File: config.mk
export PLATFORM = sky130hd
export DESIGN_NAME = fetch_queue
export DESIGN_NICKNAME = d
export VERILOG_FILES = /design/src/rtl/fetch_queue.sv
export SDC_FILE = /design/constraint.sdc
export NUM_CORES = 1
export LEC_CHECK = 0
export BUFFER_PORTS_ARGS = -buffer_cell sky130_fd_sc_hd__buf_2
export CAP_MARGIN = 20
export CORE_MARGIN = 2
export CORE_UTILIZATION = 60
export CTS_CLUSTER_DIAMETER = 40
export DETAILED_ROUTE_END_ITERATION = 10
export GPL_TIMING_DRIVEN = 0
export PLACE_DENSITY = 0.86
export REMOVE_ABC_BUFFERS = 1
export SLEW_MARGIN = 20
export SYNTH_ARGS = -nofsm -noshare
export SYNTH_HDL_FRONTEND = slang
export SYNTH_SLANG_ARGS = --single-unit
File: constraint.sdc
create_clock -name clk -period 24.7 [get_ports clk]
set_input_delay 2.47 -clock clk [delete_from_list [all_inputs] [get_ports clk]]
set_output_delay 2.47 -clock clk [all_outputs]
set_load 0.005 [all_outputs]
File: src/rtl/fetch_queue.sv
// fetch_queue: instruction-fetch unit with a DEPTH-entry prefetch queue.
//   Owns the fetch PC, issues one word request per cycle to a synchronous
//   instruction memory, resolves unconditional B/BR at fetch time and buffers
//   fetched words (with their PCs) for Instruction Decode.
// Ports:
//   clk, reset        clock (rising edge), async active-high reset
//   im_en, im_addr    request strobe / word-aligned byte address to IM
//   im_data           IM read data, valid the cycle after im_en
//   br_addr, br_value register index for BR and its combinational value
//   redirect(_pc)     flush queue and restart fetch at redirect_pc
//   id_valid/ready    head-of-queue handshake; id_instr/id_pc carry the head
//   pc_out            current fetch PC
//   count             queue occupancy
module fetch_queue #(
  parameter int unsigned     XLEN     = 32,
  parameter int unsigned     DEPTH    = 4,
  parameter logic [XLEN-1:0] RESET_PC = '0,
  parameter logic [6:0]      B_OPC    = 7'b1100000,
  parameter logic [6:0]      BR_OPC   = 7'b1100010
) (
  input  logic                       clk,
  input  logic                       reset,
  output logic                       im_en,
  output logic [XLEN-1:0]            im_addr,
  input  logic [31:0]                im_data,
  output logic [2:0]                 br_addr,
  input  logic [XLEN-1:0]            br_value,
  input  logic                       redirect,
  input  logic [XLEN-1:0]            redirect_pc,
  output logic                       id_valid,
  input  logic                       id_ready,
  output logic [31:0]                id_instr,
  output logic [XLEN-1:0]            id_pc,
  output logic [XLEN-1:0]            pc_out,
  output logic [$clog2(DEPTH+1)-1:0] count
);

  localparam int unsigned PW = $clog2(DEPTH);
  localparam int unsigned CW = $clog2(DEPTH+1);
  localparam logic [XLEN-1:0] ALIGN_MASK = ~(XLEN'(3));

  typedef struct packed {
    logic [31:0]     instr;
    logic [XLEN-1:0] pc;
  } entry_t;

  logic [XLEN-1:0] fpc_q, fpc_d;
  logic            rv_q, rv_d;
  logic [XLEN-1:0] rpc_q, rpc_d;
  logic [PW-1:0]   wptr_q, wptr_d, rptr_q, rptr_d;
  logic [CW-1:0]   count_q, count_d;
  entry_t          mem_q [DEPTH];
  entry_t          mem_d [DEPTH];
  entry_t          last_q, last_d;

  logic            deq, enq, take, credit, is_b, is_br;
  logic [CW:0]     occ;
  logic [XLEN-1:0] imm, tgt;

  always_comb begin
    is_b     = (im_data[31:25] == B_OPC);
    is_br    = (im_data[31:25] == BR_OPC);
    imm      = {{(XLEN-16){im_data[15]}}, im_data[15:0]};
    tgt      = ((is_br ? br_value : rpc_q) + imm) & ALIGN_MASK;

    id_valid = (count_q != '0);
    deq      = id_valid & id_ready;
    // A redirect never lets a request issue, so the only response that can be
    // stale is the one arriving in the redirect cycle itself; it is dropped
    // directly here rather than through a separate kill flag.
    take     = rv_q & (is_b | is_br);
    enq      = rv_q & ~redirect;

    // Entries already queued plus the one in flight must leave room.
    occ      = {1'b0, count_q} + (CW+1)'(rv_q) - (CW+1)'(deq);
    credit   = (occ < (CW+1)'(DEPTH));
    // Gated by reset so no request strobe is seen while reset is held.
    im_en    = credit & ~redirect & ~take & ~reset;

    fpc_d = fpc_q;
    if (redirect)   fpc_d = redirect_pc & ALIGN_MASK;
    else if (take)  fpc_d = tgt;
    else if (im_en) fpc_d = fpc_q + XLEN'(4);

    rv_d  = im_en;
    rpc_d = im_en ? fpc_q : rpc_q;

    mem_d   = mem_q;
    wptr_d  = wptr_q;
    rptr_d  = rptr_q;
    count_d = count_q;
    if (redirect) begin
      wptr_d  = '0;
      rptr_d  = '0;
      count_d = '0;
    end else begin
      if (enq) begin
        mem_d[wptr_q] = '{instr: im_data, pc: rpc_q};
        wptr_d        = wptr_q + PW'(1);
      end
      if (deq) rptr_d = rptr_q + PW'(1);
      count_d = count_q + CW'(enq) - CW'(deq);
    end

    // Shadow of the head so the ID outputs hold their last value when empty.
    last_d = id_valid ? mem_q[rptr_q] : last_q;
  end

  always_ff @(posedge clk or posedge reset) begin
    if (reset) begin
      fpc_q   <= RESET_PC;
      rv_q    <= 1'b0;
      rpc_q   <= '0;
      wptr_q  <= '0;
      rptr_q  <= '0;
      count_q <= '0;
      last_q  <= '0;
      for (int i = 0; i < int'(DEPTH); i++) mem_q[i] <= '0;
    end else begin
      fpc_q   <= fpc_d;
      rv_q    <= rv_d;
      rpc_q   <= rpc_d;
      wptr_q  <= wptr_d;
      rptr_q  <= rptr_d;
      count_q <= count_d;
      last_q  <= last_d;
      for (int i = 0; i < int'(DEPTH); i++) mem_q[i] <= mem_d[i];
    end
  end

  always_comb begin
    im_addr  = fpc_q;
    pc_out   = fpc_q;
    count    = count_q;
    br_addr  = rv_q ? im_data[24:22] : 3'b000;
    id_instr = id_valid ? mem_q[rptr_q].instr : last_q.instr;
    id_pc    = id_valid ? mem_q[rptr_q].pc    : last_q.pc;
  end

endmodule
After elaboration in Yosys (flattened, before gate mapping)
Cells that the tools add are included.
{"block": "classes", "bitwise_logic": 12, "order_cmp": 4, "muxes": 18, "reduce_logical": 6, "n_addsub": 8, "n_eq_ne": 2}
{"op": "256-bit bitwise mux", "count": 1}
{"op": "32-bit two-way mux", "count": 6}
{"op": "64-bit two-way mux", "count": 3}
{"op": "64-bit binary-select mux with 2-bit select", "count": 1}
{"op": "64-bit demux with 2-bit select", "count": 1}
{"op": "32-bit by 3-bit adder with 32-bit output, second input constant", "count": 1}
{"op": "32-bit adder", "count": 1}
{"op": "7-bit == test, second input constant", "count": 2}
{"op": "2-bit two-way mux", "count": 4}
{"op": "1-bit bitwise AND", "count": 6}
{"op": "3-bit greater-or-equal comparator, second input constant", "count": 2}
{"op": "3-bit two-way mux", "count": 2}
{"op": "2-bit inverter with 3-bit output", "count": 2}
{"op": "3-bit nonzero test", "count": 2}
{"op": "2-bit by 1-bit adder with 2-bit output, second input constant", "count": 2}
{"op": "3-bit by 1-bit adder with 4-bit output", "count": 1}
{"op": "4-bit by 3-bit less-than comparator with 1-bit output, second input constant", "count": 1}
{"op": "2-bit nonzero test", "count": 2}
{"op": "4-bit by 1-bit subtractor with 4-bit output", "count": 1}
{"op": "3-bit by 1-bit adder with 3-bit output", "count": 1}
{"op": "3-bit by 1-bit less-than comparator with 1-bit output, second input constant", "count": 1}
{"op": "1-bit inverter", "count": 3}
{"op": "3-bit by 1-bit subtractor with 3-bit output", "count": 1}
{"op": "2-bit AND reduction", "count": 1}
{"op": "other kinds (2)", "count": 2}
{"block": "word_totals", "wordCells": 66, "inputBits": 100, "ff_bits": 392}

Logic depth before layout (Yosys ltp)
{"block": "logic_depth", "ltp_word": 10, "depth_mapped": 16, "depth_no_buf": 13}

Worst setup path before layout
No wires, ideal clock.
{"block": "synth_path", "path_type": "input -> output", "from": "input port id_ready", "to": "output port im_en", "path_buffers": 2, "stages": 11, "t_arrival_ns": 4.387, "setup_slack_ns": 17.843, "t_required_ns": 22.230, "path_cell_list": "and2_1 > ha_1 > inv_1 > ha_1 > nand3b_1 > a211o_1 > a31o_2 > or2_1 > buf_2 > inv_2 > clkbuf_1"}
{"block": "synth_via", "elab_chain_len": 6}
{"element": "start, declared", "line_no": "31", "rtl": "input logic id_ready,"}
{"element": "1-bit bitwise AND", "line_no": "67", "rtl": "deq = id_valid & id_ready;"}
{"element": "4-bit by 1-bit subtractor with 4-bit output", "line_no": "75", "rtl": "occ = {1'b0, count_q} + (CW+1)'(rv_q) - (CW+1)'(deq);"}
{"element": "4-bit by 3-bit less-than comparator with 1-bit output", "line_no": "76", "rtl": "credit = (occ < (CW+1)'(DEPTH));"}
{"element": "1-bit bitwise AND (3 in series)", "line_no": "78", "rtl": "im_en = credit & ~redirect & ~take & ~reset;"}
{"element": "end, declared", "line_no": "23", "rtl": "output logic im_en,"}
Every way passes these cells.

Worst setup path after layout
{"block": "layout_path", "from": "input port im_data[28]", "to": "output port im_en"}
{"block": "layout_via", "elab_chain_len": 6, "word_cells_on_any_way": 7, "classes_between": "eq/ne (2); bitwise (5)"}
{"element": "start, declared", "line_no": "25", "rtl": "input logic [31:0] im_data,"}
{"element": "7-bit == test (on tied branches)", "line_no": "61, 62"}
{"element": "1-bit bitwise OR *", "line_no": "71", "rtl": "take = rv_q & (is_b | is_br);"}
{"element": "1-bit bitwise AND *", "line_no": "71"}
{"element": "1-bit inverter *", "line_no": "78"}
{"element": "1-bit bitwise AND * (2 in series)", "line_no": "78"}
Every way passes the cells marked *; elsewhere a longest branch is shown, timed or not.

==> flow_metrics.env <==
export IMPL_status="finished, final reports clean"
export IMPL_r2r_slack_ps=20620
export IMPL_first_pass_iters=5
export IMPL_cp_end_kind="output port"
export IMPL_root_buffer="clkbuf_16"
export IMPL_placed_area_um2=20500
export IMPL_cp_buffers_inverters=4
export IMPL_fin_crit_ps=8060
export IMPL_cp_required_ps=22230
export IMPL_final_nets=1834
export IMPL_yosys_warnings=0
export IMPL_clk_path_buf_depth=3
export IMPL_initial_core_util_pct=60.5
export IMPL_criticalPathCategory="input port to output port"
export IMPL_core_um2=31400
export IMPL_cp_slowest_cell="or2_1"
export IMPL_cpMostUsedCell="buf_2"
export IMPL_ys_flop_type="dfrtp_1"
export IMPL_finalHoldViolCount=0
export IMPL_num_vias=13000
export IMPL_antenna_found_initial=6
export IMPL_final_setup_tns_ps=0
export IMPL_grt_pass1_wl_mm=73.3
export IMPL_p_leak_nw=10.8
export IMPL_worstPathArrival_ps=5590
export IMPL_cts_htree_levels=2
export IMPL_path_cells="buf_2, or4_4, or2_1, nand2_1, or2_2, buf_16, inv_2, buf_2"
export IMPL_track_usage_pct=28.4
export IMPL_max_slew_margin_pct=31.7
export IMPL_synth_edf_count=0
export IMPL_rows=65
export IMPL_max_stage_delay_ps=800
export IMPL_die_w_um=182
export IMPL_ir_drop_mv=0.0930
export IMPL_worst_pin_slew_ps=1020
export IMPL_boundaryPins=236
export IMPL_grt_max_degree=107
export IMPL_setup_viol=0
export IMPL_mostFrequentLayoutCells="dfrtp_1, mux2_2, buf_2"
export IMPL_pre_cts_slack_ps=16620
export IMPL_ys_types=66
export IMPL_clkSinkCount=378
export IMPL_drive_gt1_share_pct=43.5
export IMPL_ant_nets=0
export IMPL_die_y_um=182
export IMPL_ys_seq_elements=378
export IMPL_cts_tree="built"
export IMPL_clock_latency_ps=560
export IMPL_slew_violations=0
export IMPL_hp_class="register to register"
export IMPL_timing_hold_ws_ps=492
export IMPL_maxCapViolations=0
export IMPL_critical_path_top_delay_family="simple AND/OR/NAND/NOR gates"
export IMPL_synth_area_um2=19000
export IMPL_layout_setup_ws_ps=16640
export IMPL_rsz0062_at_grt="no"
export IMPL_gr_total_overflow=0
export IMPL_vias_per_cell=6.09
export IMPL_fin_area_um2=22100
export IMPL_grt_pass1_vias=13600
export IMPL_cp_start_kind="input port"
export IMPL_drt_wl_total_mm=46.5
export IMPL_crit_path_max_fanout=30
export IMPL_drc=0
export IMPL_cts_setup_buffers=0
export IMPL_area_delta_synth_final_pct=16.5
export IMPL_clock_skew_final_ps=18.5
export IMPL_fin_crit_sh_pct=32.6
export IMPL_syn_inst=1514
export IMPL_mostFrequentLayoutCell="dfrtp_1"
export IMPL_wl_per_cell_um=21.8
export IMPL_syn_area_per_cell_um2=12.5
export IMPL_drtIter0Drc=872
export IMPL_cts_hold_fix_buffers=0
export IMPL_ctsResizeCount=0
export IMPL_die_area_um2=33100
export IMPL_place_port_buffers=227
export IMPL_routabilityCongestion=0.893
export IMPL_cts_buffers=49
export IMPL_power_density_nw_per_um2=116
export IMPL_hpwlAfterDp_mm=31.2
export IMPL_fmax_mhz=124
export IMPL_postSynth_asyncResetShare_pct=100
export IMPL_ys_seq_area_share_pct=49.8
export IMPL_cts_clk_slew_worst_paths_ps=60
[cell type report]
| type | instances | area [µm²] |
|---|---|---|
| Antenna cell | 4 | 10.0 |
| Clock buffer | 62 | 1340 |
| Clock inverter | 24 | 288 |
| Fill cell | 2144 | 9260 |
| Inverter | 28 | 113 |
| Multi-Input combinational cell | 992 | 8900 |
| Sequential cell | 378 | 9470 |
| Tap cell | 402 | 503 |
| Timing Repair Buffer | 241 | 1520 |
[Yosys cell counts (all sizes together) (4+ instances only)]
| cell | n | area, µm² |
|---|---|---|
| dfrtp | 378 | 9460 |
| mux2 | 340 | 3830 |
| nand2 | 142 | 533 |
| clkbuf | 70 | 263 |
| a21oi | 64 | 324 |
| mux4 | 62 | 1400 |
| nor2 | 61 | 229 |
| buf | 51 | 337 |
| ha | 43 | 538 |
| o21ai | 43 | 219 |
| xnor2 | 30 | 263 |
| inv | 28 | 105 |
| xor2 | 22 | 193 |
| nand4 | 20 | 131 |
| nor3 | 20 | 100 |
| nand3 | 19 | 100 |
| a211oi | 11 | 82.6 |
| a21o | 7 | 52.6 |
| a31oi | 7 | 43.8 |
| and2 | 7 | 43.8 |
| mux2i | 7 | 70.1 |
| nor2b | 7 | 43.8 |
| and3 | 6 | 37.5 |
| nor4 | 6 | 67.6 |
| or2 | 5 | 33.8 |
| a22oi | 4 | 30.0 |
| o211ai | 4 | 30.0 |
| o21bai | 4 | 37.5 |
| or3 | 4 | 30.0 |
[registers in the layout, indices dropped and copies added (netlist names)]
register,count
last_q,62
rptr_q,2
wptr_q,2
im_addr,30
rpc_q,30
mem_q,248
rv_q,1
count,3
[per-stage QoR]
step                util [%]  std cells  power, W
floorplan                  -       1398   0.00154
global route            70.5       2131   0.00271
finish                  70.5       2131   0.00257
CTS                     70.5       2127   0.00258
global placement        63.9       2027   0.00182
detailed placement      65.3       2041   0.00186
[worst register-to-register path: stages, from the launching register on]
cell and delay [ps]:
dfrtp_1 430, or3_4 580, and2_1 300, ha_1 280, nand3b_1 200, a211o_1 340, a31o_2 390, or2_2 530
buf_16 250, inv_2 510, nand2_1 140, nand2_1 80
[kinds of logic after synthesis]
family,count (synthesis),share of synthesized area [%]
xor gates and xnor gates,52,2.40
AOI/OAI and AO/OA,175,5.75
muxes,409,27.9
and+or+nand+nor,306,7.50
DFF,378,49.8
other,1,0.0197
buffers and inverters,149,3.71
adders and majority gates,44,2.94
[path summary, 6_finish.rpt]
kind	from	to	depth (start not counted)
worst max-delay path	im_data[28]	im_en	8
worst min-delay path	last_q[28]$_DFFE_PP0N_	last_q[28]$_DFFE_PP0N_	1
worst max register to register	count[2]$_DFF_PP0_	rpc_q[23]$_DFFE_PP0P_	11
worst min register to register	last_q[28]$_DFFE_PP0N_	last_q[28]$_DFFE_PP0N_	1
max in group asynchronous	reset	im_addr[4]$_DFFE_PP0P_	5
min in group asynchronous	reset	mem_q[104]$_DFFE_PP0P_	2
[report_power, final]
part	switching (W)	internal (W)	total, W
Clock	0.000277	0.000429	0.000706
Combinational	0.000451	0.000485	0.000936
Sequential	0.000141	0.000785	0.000927
Total	0.000869	0.00170	0.00257
[per-layer routing]
layer	GRT usage, %	up-vias	routed length (µm)
met2	46.7	447	22600
met4	13.0	2	2010
li1	-	5807	-
met5	0	-	7
met3	4.59	136	2640
met1	37.6	6584	19200
Note: power is estimated with default switching activity, not from simulation.
